--- src/rtl/multi_fuser_pkg.sv ---
// multi_fuser_pkg: shared constants for the hypervector fuser.
// Provides HV_DIMENSION / ceilLog2 fallbacks when no project const.vh is
// present, the FSM state encodings and helpers that derive chunk count and
// counter widths. Optional feature macro used by the fuser: FUSER_TIEBREAK_EN.
`ifndef HV_DIMENSION
`define HV_DIMENSION 64
`endif
`ifndef ceilLog2
`define ceilLog2(x) ($clog2(x))
`endif

package multi_fuser_pkg;

  // FSM state encodings
  localparam logic [1:0] ST_IDLE  = 2'd0;
  localparam logic [1:0] ST_ACCUM = 2'd1;
  localparam logic [1:0] ST_HOLD  = 2'd2;

  // Number of chunk passes needed to cover one hypervector
  function automatic int fuser_num_chunks(input int dim, input int chunk_width);
    return dim / chunk_width;
  endfunction

  // Width of the chunk index counter (at least one bit)
  function automatic int fuser_cnt_width(input int num_chunks);
    return (num_chunks > 1) ? $clog2(num_chunks) : 1;
  endfunction

  // Width of a per-bit ones count; NUM_MOD itself must be representable
  function automatic int fuser_count_width(input int num_mod);
    return `ceilLog2(num_mod) + 1;
  endfunction

endpackage

--- src/rtl/multi_fuser_chunk_majority.sv ---
// fuser_chunk_majority: combinational bitwise majority over NUM_MOD channels
// of one CHUNK_WIDTH-bit chunk. Channel m occupies chunk_in[m*CHUNK_WIDTH +: CHUNK_WIDTH].
// With FUSER_TIEBREAK_EN defined, an exact tie (even NUM_MOD) takes channel 0's
// bit; otherwise a tie resolves to 0.
module fuser_chunk_majority
  import multi_fuser_pkg::*;
#(
  parameter int NUM_MOD     = 3,
  parameter int CHUNK_WIDTH = 16
) (
  input  logic [NUM_MOD*CHUNK_WIDTH-1:0] chunk_in,
  output logic [CHUNK_WIDTH-1:0]         maj_out
);

  localparam int              CNT_W   = fuser_count_width(NUM_MOD);
  localparam logic [CNT_W-1:0] HALF   = CNT_W'(NUM_MOD / 2);
  localparam bit              IS_EVEN = ((NUM_MOD % 2) == 0);
`ifdef FUSER_TIEBREAK_EN
  localparam bit              TIE_TO_CH0 = 1'b1;
`else
  localparam bit              TIE_TO_CH0 = 1'b0;
`endif

  // Population count of one bit column, zero-extending each input bit
  function automatic logic [CNT_W-1:0] count_ones(input logic [NUM_MOD-1:0] bits);
    logic [CNT_W-1:0] acc;
    acc = '0;
    for (int m = 0; m < NUM_MOD; m++) begin
      acc = acc + CNT_W'(bits[m]);
    end
    return acc;
  endfunction

  for (genvar b = 0; b < CHUNK_WIDTH; b++) begin : g_bit
    logic [NUM_MOD-1:0] column;
    logic [CNT_W-1:0]   ones;
    logic               bit_out;

    for (genvar m = 0; m < NUM_MOD; m++) begin : g_col
      assign column[m] = chunk_in[m*CHUNK_WIDTH + b];
    end

    assign ones = count_ones(column);

    // Strict majority wins; an exact tie only exists for even channel counts
    always_comb begin
      if (ones > HALF) begin
        bit_out = 1'b1;
      end else if (IS_EVEN && (ones == HALF)) begin
        bit_out = TIE_TO_CH0 ? column[0] : 1'b0;
      end else begin
        bit_out = 1'b0;
      end
    end

    assign maj_out[b] = bit_out;
  end

endmodule

--- src/rtl/multi_fuser.sv ---
// multi_fuser: bundles NUM_MOD hypervectors by bitwise majority, one
// CHUNK_WIDTH slice per cycle. Inputs are not buffered: the source holds hvin
// until the single-cycle hvin_ready strobe on the last chunk. The result is
// held with hvout_valid until hvout_ready. Optional macro: FUSER_TIEBREAK_EN
// (ties on even NUM_MOD follow channel 0 instead of resolving to 0).
module multi_fuser
  import multi_fuser_pkg::*;
#(
  parameter int NUM_MOD     = 3,
  parameter int CHUNK_WIDTH = `HV_DIMENSION / 4
) (
  input  logic                             clk,
  input  logic                             rst_n,
  input  logic [NUM_MOD-1:0]               hvin_valid,
  input  logic [NUM_MOD*`HV_DIMENSION-1:0] hvin,
  output logic                             hvin_ready,
  output logic                             hvout_valid,
  input  logic                             hvout_ready,
  output logic [`HV_DIMENSION-1:0]         hvout
);

  localparam int               HV         = `HV_DIMENSION;
  localparam int               NUM_CHUNKS = fuser_num_chunks(HV, CHUNK_WIDTH);
  localparam int               CNT_W      = fuser_cnt_width(NUM_CHUNKS);
  localparam logic [CNT_W-1:0] LAST_CHUNK = CNT_W'(NUM_CHUNKS - 1);

  logic [1:0]                   state_r;
  logic [1:0]                   state_next;
  logic [CNT_W-1:0]             chunk_r;
  logic [CNT_W-1:0]             chunk_next;
  logic                         ready_r;
  logic                         ready_next;
  logic                         valid_r;
  logic                         valid_next;
  logic [HV-1:0]                hvout_r;
  logic [31:0]                  chunk_base;
  logic [NUM_MOD*CHUNK_WIDTH-1:0] chunk_bits;
  logic [CHUNK_WIDTH-1:0]       chunk_maj;
  logic                         all_valid;

  assign all_valid  = &hvin_valid;
  assign chunk_base = 32'(chunk_r) * 32'(CHUNK_WIDTH);

  // Gather the current chunk of every channel straight from the held input
  for (genvar m = 0; m < NUM_MOD; m++) begin : g_sel
    assign chunk_bits[m*CHUNK_WIDTH +: CHUNK_WIDTH] = hvin[m*HV + chunk_base +: CHUNK_WIDTH];
  end

  fuser_chunk_majority #(
    .NUM_MOD     (NUM_MOD),
    .CHUNK_WIDTH (CHUNK_WIDTH)
  ) u_majority (
    .chunk_in (chunk_bits),
    .maj_out  (chunk_maj)
  );

  // Next-state logic: accept only on a full valid set, walk the chunks, then hold
  always_comb begin
    state_next = state_r;
    chunk_next = chunk_r;
    valid_next = valid_r;
    case (state_r)
      ST_IDLE: begin
        if (all_valid) begin
          state_next = ST_ACCUM;
          chunk_next = '0;
        end else begin
          state_next = ST_IDLE;
        end
      end
      ST_ACCUM: begin
        // Valid drops in this state are deliberately ignored
        if (chunk_r == LAST_CHUNK) begin
          state_next = ST_HOLD;
          chunk_next = '0;
          valid_next = 1'b1;
        end else begin
          chunk_next = chunk_r + CNT_W'(1);
        end
      end
      ST_HOLD: begin
        if (hvout_ready) begin
          state_next = ST_IDLE;
          valid_next = 1'b0;
        end else begin
          state_next = ST_HOLD;
        end
      end
      default: begin
        state_next = ST_IDLE;
        chunk_next = '0;
        valid_next = 1'b0;
      end
    endcase
  end

  // The consume strobe is registered: raise it for the cycle that works on the last chunk
  always_comb begin
    if ((state_next == ST_ACCUM) && (chunk_next == LAST_CHUNK)) begin
      ready_next = 1'b1;
    end else begin
      ready_next = 1'b0;
    end
  end

  // Control registers; reset abandons any in-flight operation immediately
  always_ff @(posedge clk or negedge rst_n) begin
    if (!rst_n) begin
      state_r <= ST_IDLE;
      chunk_r <= '0;
      ready_r <= 1'b0;
      valid_r <= 1'b0;
    end else begin
      state_r <= state_next;
      chunk_r <= chunk_next;
      ready_r <= ready_next;
      valid_r <= valid_next;
    end
  end

  // Result register: one chunk written per ACCUM cycle, other chunks keep their old value
  always_ff @(posedge clk or negedge rst_n) begin
    if (!rst_n) begin
      hvout_r <= '0;
    end else if (state_r == ST_ACCUM) begin
      hvout_r[chunk_base +: CHUNK_WIDTH] <= chunk_maj;
    end else begin
      hvout_r <= hvout_r;
    end
  end

  assign hvin_ready  = ready_r;
  assign hvout_valid = valid_r;
  assign hvout       = hvout_r;

endmodule

--- config.mk ---
export PLATFORM = sky130hd
export DESIGN_NAME = multi_fuser
export DESIGN_NICKNAME = d
export VERILOG_FILES = /design/src/rtl/multi_fuser_pkg.sv /design/src/rtl/multi_fuser_chunk_majority.sv /design/src/rtl/multi_fuser.sv
export SDC_FILE = /design/constraint.sdc
export NUM_CORES = 1
export LEC_CHECK = 0
export CORE_MARGIN = 3
export CORE_UTILIZATION = 35
export CTS_BUF_LIST = sky130_fd_sc_hd__clkbuf_8 sky130_fd_sc_hd__clkbuf_16
export DETAILED_ROUTE_END_ITERATION = 16
export GPL_ROUTABILITY_DRIVEN = 0
export PLACE_DENSITY = 0.78
export SLEW_MARGIN = 20
export SYNTH_ARGS = -nofsm -noshare
export SYNTH_HDL_FRONTEND = slang
export SYNTH_SLANG_ARGS = --single-unit
--- constraint.sdc ---
create_clock -name clk -period 2.3 [get_ports clk]
set_clock_uncertainty 0.05 [all_clocks]
set_input_delay 0.575 -clock clk [delete_from_list [all_inputs] [get_ports clk]]
set_output_delay 0.575 -clock clk [all_outputs]
set_load 0.01 [all_outputs]
==> key figures, run 1 <==
Run status
  – Status: finished, violations left
  – Failing checks: negative setup slack

Routing
  – Post-Route WL: about 17000 microns
  – 1st-pass router iterations: 4
  – DRT iter0 DRCs: between 200 and 300
  – Vias per cell: approximately 5.2
  – Post-route ant nets: 0
  – DR WL/cell: slightly below 20 microns
  – Total number of vias: between 4000 and 5000
  – # DRC: 0

Power and ir drop
  – Sequential share of power: between 10% and 20%
  – Clock Power Share: about an eighth
  – P_int: 6.37 mW
  – Leakage: about 3.4 nW
  – Sw power: roughly 3.8 mW
  – Sw Ratio: a little under two fifths
  – Gate power share: 67.6%
  – Pwr dens: between 1000 and 1500 mW/mm^2
  – VDD IR max: about 0.6 mV

Die
  – Initial core utilization: between 30% and 40%
  – Die Width: roughly 120 microns
  – DIE AREA: 0.0143 sq mm
  – Die height: 119 microns
  – Number of placed I/O pins: ~260
  – Core area: ~0.012 sq mm
  – FP Rows: 40

Logic synthesis
  – Yosys top cell by area: dfrtp_1
  – Commonest cells post-synth: dfrtp_1 (70), nand2_1 (67), o21ai_1 (60)
  – Mapped cell area: 0.00450 sq mm
  – Post-synth ARST share: 100%
  – Yosys top cell area share: 38.9%
  – Post-synthesis sequential area ratio: 38.9%
  – Most instantiated library cell after synthesis: dfrtp_1
  – Post-synth EDFFs: 0
  – Mapped Cells: between 300 and 400
  – Avg Cell Area, Syn: 11.6 sq um
  – Ys flop type: dfrtp_1
  – Ys Warns: 0
  – Unique masters post-synth: 29
  – Synth Net Count: 609
  – Synth top area cells: dfrtp_1 (39%), mux4_2 (16%), o21ai_1 (6.7%)
  – Synth Register Bits: 70

Worst setup path
  – Crit-path max cell delay: between 0.5 and 0.6 ns
  – Critical Path Start Type: register
  – CP Data Required Time: 2.46 ns
  – Crit path kind: reg2reg
  – CP Data Arrival Time: 2.57 ns
  – CP max FO: 5
  – Crit path cell chain: buf_12 -> buf_8 -> mux4_2 -> ha_4 -> nor2b_1 -> a221oi_2 -> buf_4 -> o21ai_1
  – CP Capture Type: register
  – Reg2reg setup slack: -0.10 ns
  – Crit-path slowest cell: dfrtp_4

Min path
  – HP Class: in2async

GRT
  – Global-route usage over all layers: between 20% and 30%
  – First-pass GRT wire length: roughly 26000 microns
  – Global routing's busiest layer: met2
  – Total congestion overflow: 0
  – Grt met3 use: 4.13%
  – Initial antenna violation count: 0
  – GR Layer Usage met2: a little over two fifths
  – Maximum number of pins on one net before global-route repair: just over 70
  – Met1 usage: 26.1%
  – Vias in the first global route: between 5000 and 6000

Layout
  – Antenna Cells: 0
  – Share of cells above drive strength 1: between 20% and 30%
  – Non-Filler Instances: around 870
  – Area Growth Syn to Fin: 89.5%
  – Nets@finish: just over 900
  – Fin util: between 60% and 70%
  – Final instance area: 0.00853 sq mm
  – Fillers: approximately 900

Timing
  – Setup TNS: -2.83 ns
  – Final hold violation count: 0
  – Slew @ Worst Pin: 0.418 ns
  – RSZ-0062 raised after global routing: yes
  – Max-slew headroom: a little over 70%
  – Fmax: 0.416 GHz
  – Final worst-path cycle share: 105%
  – Final setup margin: -0.104 ns
  – Final slew viol count: 0
  – Final setup violating endpoints: 58
  – Post-route minimum period: 2.40 ns

Place
  – Dpl hpwl: between 10000 and 15000 microns
  – DP Worst Slack: -0.421 ns
  – Port Buffer Count: between 200 and 300
  – Area of placed instances: roughly 0.0077 sq mm
  – Dpl cells: around 830

CTS
  – Num Clock Sinks: 70
  – TritonCTS Buffers: 9
  – Clk root buf: clkbuf_16
  – CTS tree: done
  – CTS H-tree depth: 3
  – Clock Latency Late Sink: between 0.3 and 0.4 ns
  – CTS max path bufs: 2
  – Clock transition at path regs: approximately 0.06 ns
  – # hold bufs at CTS: 0

Flow run
  – Max-cap violations: 0
## logic make-up after synthesis
| group | after synthesis | synth area share [%] |
|---|---|---|
| AOI/OAI and AO/OA | 87 | 13.5 |
| adders and majority gates | 22 | 6.12 |
| buffers and inverters | 29 | 3.42 |
| DFF | 70 | 38.9 |
| muxes | 64 | 25.2 |
| and+or+nand+nor | 117 | 12.8 |
## state kept, by name, indices dropped and copies added, names as in the netlist
signal	cells
hvin_ready	1
hvout_valid	1
hvout	64
state_r	2
chunk_r	2
## power groups by stage
stage / clock, mW / combinational [mW] / sequential (mW)
after CTS: 1.34 / 6.52 / 1.97
after global routing: 1.40 / 7.37 / 2.02
final: 1.32 / 6.87 / 1.97
after floorplan: 0 / 3.33 / 2.06
after detailed placement: 0 / 5.72 / 2.02
after global placement: 0 / 5.56 / 1.99
## worst paths after layout
check / endpoint / startpoint / cells after the start
min in group clk: hvout[32]$_DFFE_PN0P_ / hvout[32]$_DFFE_PN0P_ / 2
setup / recovery: hvout[14]$_DFFE_PN0P_ / chunk_r[0]$_DFF_PN0_ / 8
hold / removal: hvout_valid$_DFFE_PN0P_ / rst_n / 2
setup reg to reg: hvout[14]$_DFFE_PN0P_ / chunk_r[0]$_DFF_PN0_ / 8
hold reg to reg: hvout[32]$_DFFE_PN0P_ / hvout[32]$_DFFE_PN0P_ / 2
max in group asynchronous: hvout[58]$_DFFE_PN0P_ / rst_n / 2
## cells in the final DEF, fill, tap and decap left out, types with 9 or more instances in the layout
| cell | instances |
|---|---|
| a221oi_2 | 9 |
| mux4_2 | 32 |
| ha_4 | 17 |
| mux2_2 | 18 |
| nor2b_4 | 9 |
| nand2_1 | 67 |
| dfrtp_1 | 68 |
| o21ai_1 | 43 |
| mux2_4 | 14 |
| o21ai_2 | 21 |
| clkbuf_16 | 9 |
| clkdlybuf4s50_1 | 262 |
| and2_1 | 13 |
| buf_4 | 37 |
## routing by layer
layer | part of all wire, % | routed length [microns]
met1 | 38 | 6310
met2 | 54 | 9110
met3 | 5.7 | 951
met4 | 2.6 | 445
met5 | 0 | 0
## worst max-delay path, delay by kind of cell (launching register included)
| family | cells | cell delay, ns |
|---|---|---|
| buffers and inverters | 3 | 0.49 |
| DFF | 1 | 0.52 |
| and+or+nand+nor | 1 | 0.13 |
| muxes | 1 | 0.46 |
| AOI/OAI and AO/OA | 2 | 0.37 |
| adders and majority gates | 1 | 0.26 |
## what timing repair did
item / in CTS / in global routing
setup buffers: 13 / 4
hold endpoints to repair: 0 / 0
pin swaps: 32 / 26
resized for setup: 39 / 31
setup endpoints to repair: 64 / 64
cloned: 1 / 0
## final cells by class
cell class | count | area, sq um | area share (%)
repair buffers | 319 | 3210 | 37.7
flip-flops and latches | 70 | 1760 | 20.6
well taps | 168 | 210 | 2.46
multi-input cells | 290 | 3040 | 35.7
inverters | 3 | 15.0 | 0.176
clock buffers | 9 | 225 | 2.64
clock inverters | 7 | 66.3 | 0.777
## metrics by stage
step | total power [mW] | hold slack, ns
after floorplan | 5.39 | 0.229
after global placement | 7.55 | 0.417
after detailed placement | 7.74 | 0.428
after CTS | 9.83 | 0.220
after global routing | 10.8 | 0.229
final | 10.2 | 0.210
Power figures use the tool's default switching activity.
==> run 2, diff against run 1 <==
--- a/config.mk
+++ b/config.mk
@@ -5,6 +5,7 @@
 export SDC_FILE = /design/constraint.sdc
 export NUM_CORES = 1
 export LEC_CHECK = 0
+export ABC_CLOCK_PERIOD_IN_PS = 2300
 export CORE_MARGIN = 3
 export CORE_UTILIZATION = 35
 export CTS_BUF_LIST = sky130_fd_sc_hd__clkbuf_8 sky130_fd_sc_hd__clkbuf_16
==> results of run 2 <==
Final layout, timing and power as in run 1 (identical DEF).
